File: src/rtl/multi_band_scaler.sv
// multi_band_scaler: per-band pot-controlled gain stage with a single time-shared
// multiplier, per-band saturation and a saturated sum of all bands.
// Gain follows a square-law pot curve: gain = pot^2 >> POT_W, unity at pot = 2^(POT_W-1).
// Optional feature macro: BAND_SCALE_SMOOTH_EN adds per-band gain slew limiting
// (at most SLEW change per sample set). Without it the target gain is used directly.
module multi_band_scaler #(
  parameter int NUM_BANDS = 5,
  parameter int AUD_W     = 16,
  parameter int POT_W     = 12,
  parameter int SLEW      = 16
) (
  input  logic                         clk,
  input  logic                         rst,
  input  logic [NUM_BANDS*POT_W-1:0]   pot,
  input  logic [NUM_BANDS*AUD_W-1:0]   audio_in,
  input  logic                         in_vld,
  output logic                         busy,
  output logic                         out_vld,
  output logic [NUM_BANDS*AUD_W-1:0]   scaled,
  output logic [AUD_W-1:0]             sum_out,
  output logic                         overrun
);

  localparam int IDX_W  = (NUM_BANDS > 1) ? $clog2(NUM_BANDS) : 1;
  localparam int ACC_W  = AUD_W + $clog2(NUM_BANDS);
  localparam int PROD_W = AUD_W + POT_W + 1;
  localparam int SQ_W   = 2 * POT_W;
  localparam logic [IDX_W-1:0] LAST_IDX = IDX_W'(NUM_BANDS - 1);
  localparam logic signed [AUD_W-1:0] MAX_POS = {1'b0, {(AUD_W-1){1'b1}}};
  localparam logic signed [AUD_W-1:0] MAX_NEG = {1'b1, {(AUD_W-1){1'b0}}};

  // Reject parameter sets the datapath is not sized for.
  if (NUM_BANDS < 1 || NUM_BANDS > 16 || POT_W < 4 || SLEW < 1) begin : g_param_check
    $error("multi_band_scaler: parameter out of range");
  end

  typedef enum logic [1:0] {IDLE, SQ, MUL, DONE} state_t;

  state_t                  state;
  state_t                  state_nxt;

  logic [POT_W-1:0]        pot_q    [NUM_BANDS];
  logic signed [AUD_W-1:0] aud_q    [NUM_BANDS];
  logic signed [AUD_W-1:0] scaled_q [NUM_BANDS];
  logic [IDX_W-1:0]        idx;
  logic [POT_W-1:0]        gain;
  logic signed [ACC_W-1:0] acc;

  logic [POT_W-1:0]        pot_sel;
  logic signed [AUD_W-1:0] aud_sel;
  logic [SQ_W-1:0]         pot_sq;
  logic [POT_W-1:0]        tgt;
  logic [POT_W-1:0]        gain_nxt;
  logic signed [PROD_W-1:0] gain_ext;
  logic signed [PROD_W-1:0] aud_ext;
  logic signed [PROD_W-1:0] prod;
  logic [3:0]              prod_top;
  logic signed [AUD_W-1:0] prod_sat;
  logic signed [ACC_W-1:0] acc_nxt;
  logic [ACC_W-AUD_W:0]    acc_top;
  logic signed [AUD_W-1:0] sum_sat;
  logic                    unused_bits;

  assign busy = (state != IDLE);

  // State register; reset abandons any set in flight.
  always_ff @(posedge clk or posedge rst) begin
    if (rst) state <= IDLE;
    else     state <= state_nxt;
  end

  // Next-state logic: two cycles per band, then one DONE cycle.
  always_comb begin
    state_nxt = state;
    case (state)
      IDLE:    if (in_vld) state_nxt = SQ;
      SQ:      state_nxt = MUL;
      MUL:     state_nxt = (idx == LAST_IDX) ? DONE : SQ;
      DONE:    state_nxt = IDLE;
      default: state_nxt = IDLE;
    endcase
  end

  // Band select and square-law target gain for the current band.
  always_comb begin
    pot_sel = pot_q[idx];
    aud_sel = aud_q[idx];
    pot_sq  = SQ_W'(pot_sel) * SQ_W'(pot_sel);
    tgt     = pot_sq[SQ_W-1:POT_W];
  end

`ifdef BAND_SCALE_SMOOTH_EN
  localparam logic [POT_W-1:0] SLEW_V = POT_W'(SLEW);

  logic [POT_W-1:0] g_q [NUM_BANDS];
  logic [POT_W-1:0] g_cur;
  logic [POT_W-1:0] g_diff;

  // Step the band's smoothed gain toward the target, limited to SLEW.
  always_comb begin
    g_cur    = g_q[idx];
    g_diff   = '0;
    gain_nxt = g_cur;
    if (tgt > g_cur) begin
      g_diff   = tgt - g_cur;
      gain_nxt = g_cur + ((g_diff > SLEW_V) ? SLEW_V : g_diff);
    end else begin
      g_diff   = g_cur - tgt;
      gain_nxt = g_cur - ((g_diff > SLEW_V) ? SLEW_V : g_diff);
    end
  end

  // Smoothed gain memory, one entry per band, updated once per set in SQ.
  always_ff @(posedge clk or posedge rst) begin
    if (rst) begin
      for (int i = 0; i < NUM_BANDS; i++) g_q[i] <= '0;
    end else if (state == SQ) begin
      g_q[idx] <= gain_nxt;
    end
  end
`else
  // Without smoothing the target gain is applied immediately.
  always_comb begin
    gain_nxt = tgt;
  end
`endif

  // Shared multiplier, product saturation and accumulator/sum saturation.
  always_comb begin
    gain_ext = PROD_W'({1'b0, gain});
    aud_ext  = PROD_W'(aud_sel);
    prod     = gain_ext * aud_ext;
    prod_top = prod[PROD_W-1:PROD_W-4];
    if (&prod_top || ~|prod_top) prod_sat = prod[AUD_W+POT_W-3:POT_W-2];
    else                         prod_sat = prod[PROD_W-1] ? MAX_NEG : MAX_POS;
    acc_nxt  = acc + ACC_W'(prod_sat);
    acc_top  = acc[ACC_W-1:AUD_W-1];
    if (&acc_top || ~|acc_top) sum_sat = acc[AUD_W-1:0];
    else                       sum_sat = acc[ACC_W-1] ? MAX_NEG : MAX_POS;
  end

  // Fraction bits dropped by the fixed-point scaling.
  assign unused_bits = ^{prod[POT_W-3:0], pot_sq[POT_W-1:0]};

  // Datapath registers: input latch, band index, gain, results and accumulator.
  always_ff @(posedge clk or posedge rst) begin
    if (rst) begin
      for (int i = 0; i < NUM_BANDS; i++) begin
        pot_q[i]    <= '0;
        aud_q[i]    <= '0;
        scaled_q[i] <= '0;
      end
      idx     <= '0;
      gain    <= '0;
      acc     <= '0;
      sum_out <= '0;
    end else begin
      case (state)
        IDLE: begin
          if (in_vld) begin
            for (int i = 0; i < NUM_BANDS; i++) begin
              pot_q[i] <= pot[i*POT_W +: POT_W];
              aud_q[i] <= audio_in[i*AUD_W +: AUD_W];
            end
            idx <= '0;
            acc <= '0;
          end
        end
        SQ: gain <= gain_nxt;
        MUL: begin
          scaled_q[idx] <= prod_sat;
          acc           <= acc_nxt;
          if (idx != LAST_IDX) idx <= idx + IDX_W'(1);
        end
        DONE: sum_out <= sum_sat;
        default: ;
      endcase
    end
  end

  // Completion pulse and sticky overrun flag.
  always_ff @(posedge clk or posedge rst) begin
    if (rst) begin
      out_vld <= 1'b0;
      overrun <= 1'b0;
    end else begin
      out_vld <= (state == DONE);
      if (in_vld && state != IDLE) overrun <= 1'b1;
    end
  end

  for (genvar i = 0; i < NUM_BANDS; i++) begin : g_pack
    assign scaled[i*AUD_W +: AUD_W] = scaled_q[i];
  end

endmodule

File: config.mk
export PLATFORM = sky130hd
export DESIGN_NAME = multi_band_scaler
export DESIGN_NICKNAME = d
export VERILOG_FILES = /design/src/rtl/multi_band_scaler.sv
export SDC_FILE = /design/constraint.sdc
export NUM_CORES = 1
export LEC_CHECK = 0
export CAP_MARGIN = 25
export CORE_MARGIN = 1.5
export CORE_UTILIZATION = 41
export CTS_CLUSTER_DIAMETER = 150
export DETAILED_ROUTE_END_ITERATION = 10
export GPL_ROUTABILITY_DRIVEN = 0
export PLACE_DENSITY = 0.58
export SYNTH_ARGS = -nofsm -noshare
export SYNTH_HDL_FRONTEND = slang
export SYNTH_SLANG_ARGS = --single-unit
File: constraint.sdc
create_clock -name clk -period 12.5 [get_ports clk]
set_clock_uncertainty 0.15 [all_clocks]
set_input_delay 2.5 -clock clk [delete_from_list [all_inputs] [get_ports clk]]
set_output_delay 2.5 -clock clk [all_outputs]
set_load 0.05 [all_outputs]
==> Word-level counts from Yosys, hierarchy flattened <==
Index checks and enable logic that the tools add are counted.
Widths: inputs -> output; s select.
{ "word_totals": {"ff_bits": 274, "latchBits": 0, "mem_bits_rw": 0, "rom_bits": 0, "inputBits": 143, "out_inout_bits": 99, "n_memories": 0} }
{ "classes": {"add_sub_neg": 2, "multipliers": 2, "div": 0, "n_lt_le_gt_ge": 2, "n_eq_ne": 7, "shifts": 0, "n_mux": 21, "bitwise_logic": 1, "reduce_logical": 16} }
{ "op_table": {"columns": ["op", "count"], "rows": [
  ["$mux 16", 7],
  ["$bwmux 80", 1],
  ["$bmux 16 s3", 1],
  ["$demux 16 s3", 1],
  ["$pmux 19 s2", 1],
  ["$bmux 12 s3", 1],
  ["$mul 13x16->29", 1],
  ["$mul 12x12->24", 1],
  ["$mux 12", 2],
  ["$add 19x16->19", 1],
  ["$mux 19", 1],
  ["$pmux 2 s4", 1],
  ["$reduce_and 4->1", 2],
  ["$reduce_or 4->1", 2],
  ["$mux 3", 2],
  ["$pmux 3 s2", 1],
  ["$eq 2x2->1 const B", 2],
  ["$ge 4x4->1 const B", 1],
  ["$lt 4x1->1 const B", 1],
  ["$mux 2", 2],
  ["$ne 2x2->1 const B", 2],
  ["$not 3->4", 1],
  ["$reduce_and 2->1", 2],
  ["$reduce_bool 2->1", 2],
  ["other kinds (9)", 12]
]} }

==> Longest topological paths before layout <==
{ "logic_depth": {"word_depth": 11, "ltp_mapped": 44} }

==> Worst setup path before layout <==
No wires, ideal clock.
{ "synth_timing": {"path_kind": "register to register", "from": "reg idx[0]", "to": "reg acc[18]", "setup_ns": 0.083, "arrival_time_ns": 9.307, "required_time_ns": 12.267, "slack_ns": 2.960, "stages_incl_launch_ff": 40, "cell_sequence": "dfrtp_1 > buf_6 > clkbuf_1 > clkbuf_1 > mux2i_1 > o22ai_1 > clkbuf_1 > and2_1 > fa_1 > inv_1 > fa_1 > inv_1 > fa_1 > fa_1 > inv_1 > fa_1 > inv_1 > ha_1 > (+4 left out) > a21oi_4 > a221o_1 > o311a_4 > a21oi_1 > inv_1 > ha_1 > inv_1 > fa_1 > nand2b_1 > a21oi_1 > o21a_1 > a21bo_2 > a21boi_0 > a21oi_1 > a221oi_1 > xnor2_1 > or3_1 > o21ai_0"} }
{ "synth_via": {"elab_chain_cells": 11, "word_cells_on_any_way": 13, "cone_classes": "add/sub (1); mul (1); mux (6); bitwise (1); reduce/logical (4)"} }
{ "synth_lines": {"columns": ["item", "line", "source"], "rows": [
  ["from (decl)", "45", "logic [IDX_W-1:0] idx;"],
  ["from (signal assigned)", "173", "if (idx != LAST_IDX) idx <= idx + IDX_W'(1);"],
  ["$not 3->4 (not written as such) *", "87", "aud_sel = aud_q[idx];"],
  ["$bmux 16 s3 *", "87", null],
  ["$mux 16 (not written as such) * (2 in series)", "87", null],
  ["$mul 13x16->29 *", "132", "prod = gain_ext * aud_ext;"],
  ["$reduce_or 4->1", "134", "if (&prod_top || ~|prod_top) prod_sat = prod[AUD_W+POT_W-3:POT_W-2];"],
  ["$logic_not 1->1", "134", null],
  ["$logic_or 1x1->1", "134", null],
  ["$mux 16 *", "134", null],
  ["named net prod_sat[0]", "58", "logic signed [AUD_W-1:0] prod_sat;"],
  ["$add 19x16->19 *", "136", "acc_nxt = acc + ACC_W'(prod_sat);"],
  ["$pmux 19 s2 *", "158", "case (state)"],
  ["to (signal assigned)", "172", "acc <= acc_nxt;"],
  ["to (decl)", "47", "logic signed [ACC_W-1:0] acc;"]
]} }
The timed path passes the listed nets; every way through them passes the cells marked *. The select of a mux whose other input is x is not followed.
A chain may end at the register's enable or synchronous reset.

==> Final worst setup path <==
{ "layout_timing": {"from": "reg idx[2]", "to": "reg acc[18]"} }
Same word-level chain as after synthesis.

==> metrics.cfg <==
[placement]
post-place-ws_ps = 1330
place_hpwl_um = 46500
portBuffers = 241

[sta]
timing.fmax_mhz = 90.6
layout_setup_ws_ps = 1460
tns_ps = 0
slew_headroom_pct = 29.1
fin_crit_sh_pct = 88.3
worst_pin_slew_ps = 1060
period_minus_slack_ps = 11040
setup_viol = 0
rsz0062_at_grt = false
slew_viol_final = 0
finalHoldViolCount = 0

[setup_path]
r2r_start = idx[2]
critPathLaunchType = register
rrSetupSlack_ps = 1460
path_delay_family = compound AO/OA/AOI/OAI gates
path_buf_inv = 6
rr_endpoint = acc[18]
cpPeakStageDelay_ps = 1020
reg2regPathDepth = 36
crit_path_end_kind = register
worstSetupPathType = register to register
critPathSlowestCell = o22ai_1
worst-endpoint-required_ps = 12820
cp_max_fo = 21
critPathArrivalTime_ps = 11370

[floorplanning]
rows = 85
coreArea_um2 = 54200
die_h_um = 238
die_x_um = 238
fp.dieArea_um2 = 56700
ios = 242
start_util_pct = 41.8

[routing]
postRouteAntennaNets = 0
drt-total-wl_um = 59100
firstDrtPassIters = 5
vias_per_cell = 5.14
drc = 0
wl_per_cell_um = 18.8
num_vias = 16174
drt_iter0_markers = 856

[grt]
track_usage_pct = 21.3
overflow = 0
grt_start_max_net_pins = 140
use_met2_pct = 33.3
top_usage_layer = met2
grt_use_met1_pct = 30.3
grt_pass1_vias = 16952
antenna_found_initial = 11
grt_pass1_wl_um = 94700
met3_usage_pct = 4.26

[logic_synthesis]
synthTopCellsByCount = 368 x inv_1, 274 x dfrtp_1, 255 x fa_1, 247 x nand2_1, 144 x mux2_2
synth_top_cell_area_share_pct = 30.2
syn_inst = 2228
synth_cell_types = 80
async_flop_share_pct = 100
netlist_top_cells_area = dfrtp_1 30%, fa_1 23%, ha_1 7.6%, mux2_2 7.2%, inv_1 6.1%
synth-main-ff-cell = dfrtp_1
synth_area_um2 = 22700
syn_area_per_cell_um2 = 10.2
synth_fp_nets = 2764
yosysSeqAreaShare_pct = 30.2
synth_seq_cells = 274
yosys_warnings = 0
synth-edff-count = 0
synth_top_area_cell = dfrtp_1
yosysMostFrequentCell = inv_1

[clock_network]
cts-root-buf = clkbuf_16
clk-insertion-delay-late_ps = 590
clkTransAtPathRegs_ps = 60
cts_tree = yes
cts_sinks = 274
cts_resized = 0
cts-hold-fix-buffers = 0
cts-htree-levels = 1
post_cts_buffers = 0
clockBufferDepth = 3
cts_made_buffers = 30

[run]
max-cap-violations = 0

[hold_path]
min_to = overrun
hold_class = register to register
holdPathStages = 1
min_from = overrun

[layout]
area_growth_pct = 18.3
nNetsFinal = 2966
antenna_cells = 0
nFillCells = 5055
drive_above_1_share_pct = 11.4

[status]
status = complete, no violations

[kinds of logic after synthesis]
| logic type | share of synthesized area, % |
|---|---|
| buf+inv | 8.09 |
| mux | 9.58 |
| fa+ha+maj | 30.1 |
| xor+xnor | 2.29 |
| flops | 30.2 |
| compound gates | 9.24 |
| simple gates | 10.4 |
[per-stage QoR]
stage	utilization (%)	hold slack, ps	area (µm²)	cells
4_1_cts	49.2	316	26700	3139
2_1_floorplan	-	323	22700	2228
3_5_place_dp	47.4	299	25700	3087
3_3_place_gp	47.4	298	25700	3085
5_1_grt	49.4	355	26800	3146
6_report	49.4	316	26800	3146
[flip-flops by register name, indices dropped and copies added, names as in the netlist, 2 cells and up]
name     flops
state        2
pot_q       60
sum_out     16
gain        12
aud_q       80
scaled      80
acc         19
idx          3
[how the worst max path moves through the flow]
stage / start / endpoint / slack (ps) / depth (start not counted)
after floorplan: rst / acc[0] / 2300 / 1
after global placement: idx[2] / acc[18] / 1700 / 37
after detailed placement: idx[2] / acc[18] / 1330 / 37
after CTS: idx[2] / acc[18] / 1300 / 37
after global routing: idx[2] / acc[18] / 650 / 36
final: idx[2] / acc[18] / 1460 / 36
[metal layers]
| metal | up-vias | share of wire, % |
|---|---|---|
| met5 | - | 0.23 |
| met4 | 22 | 2.4 |
| met3 | 97 | 6.1 |
| met2 | 374 | 46 |
| met1 | 8166 | 45 |
| li1 | 7515 | - |
[placed cells by master (no fill, tap or decap), drive strengths merged, types with 13 or more instances in the layout]
master,synthesis,routed
clkdlybuf4s50,0,241
o21ai,115,115
inv,370,370
mux2i,46,46
fa,255,255
and2,78,78
a21oi,102,102
a21o,22,22
ha,138,138
o22ai,16,16
nand2,247,247
and3,13,13
nand3,13,13
xnor2,29,29
xor2,28,28
or2,19,19
mux2,144,144
dfrtp,274,274
clkbuf,89,43
buf,13,31
nor2,110,110
[worst reg2reg max path: cells and delay by family, from the launching register on]
kind | cells | cell delay, ps
AOI/OAI and AO/OA | 16 | 4670
xor gates and xnor gates | 2 | 330
adders and majority gates | 8 | 3410
buffers and inverters | 6 | 650
DFF | 1 | 500
and+or+nand+nor | 4 | 1250
[cell type report]
| type | count | area (µm²) | share of cell area, % |
|---|---|---|---|
| inverter | 372 | 1400 | 5.23 |
| clock buffer | 43 | 860 | 3.21 |
| multi-input combinational | 1480 | 14000 | 52.2 |
| timing repair buffer | 272 | 2730 | 10.2 |
| sequential | 274 | 6860 | 25.6 |
| clock inverter | 9 | 113 | 0.420 |
| tap | 696 | 871 | 3.25 |
Power is left out: the tool's default activity adds up to more than one toggle a clock period on the data nets, which glitch-free logic cannot reach.
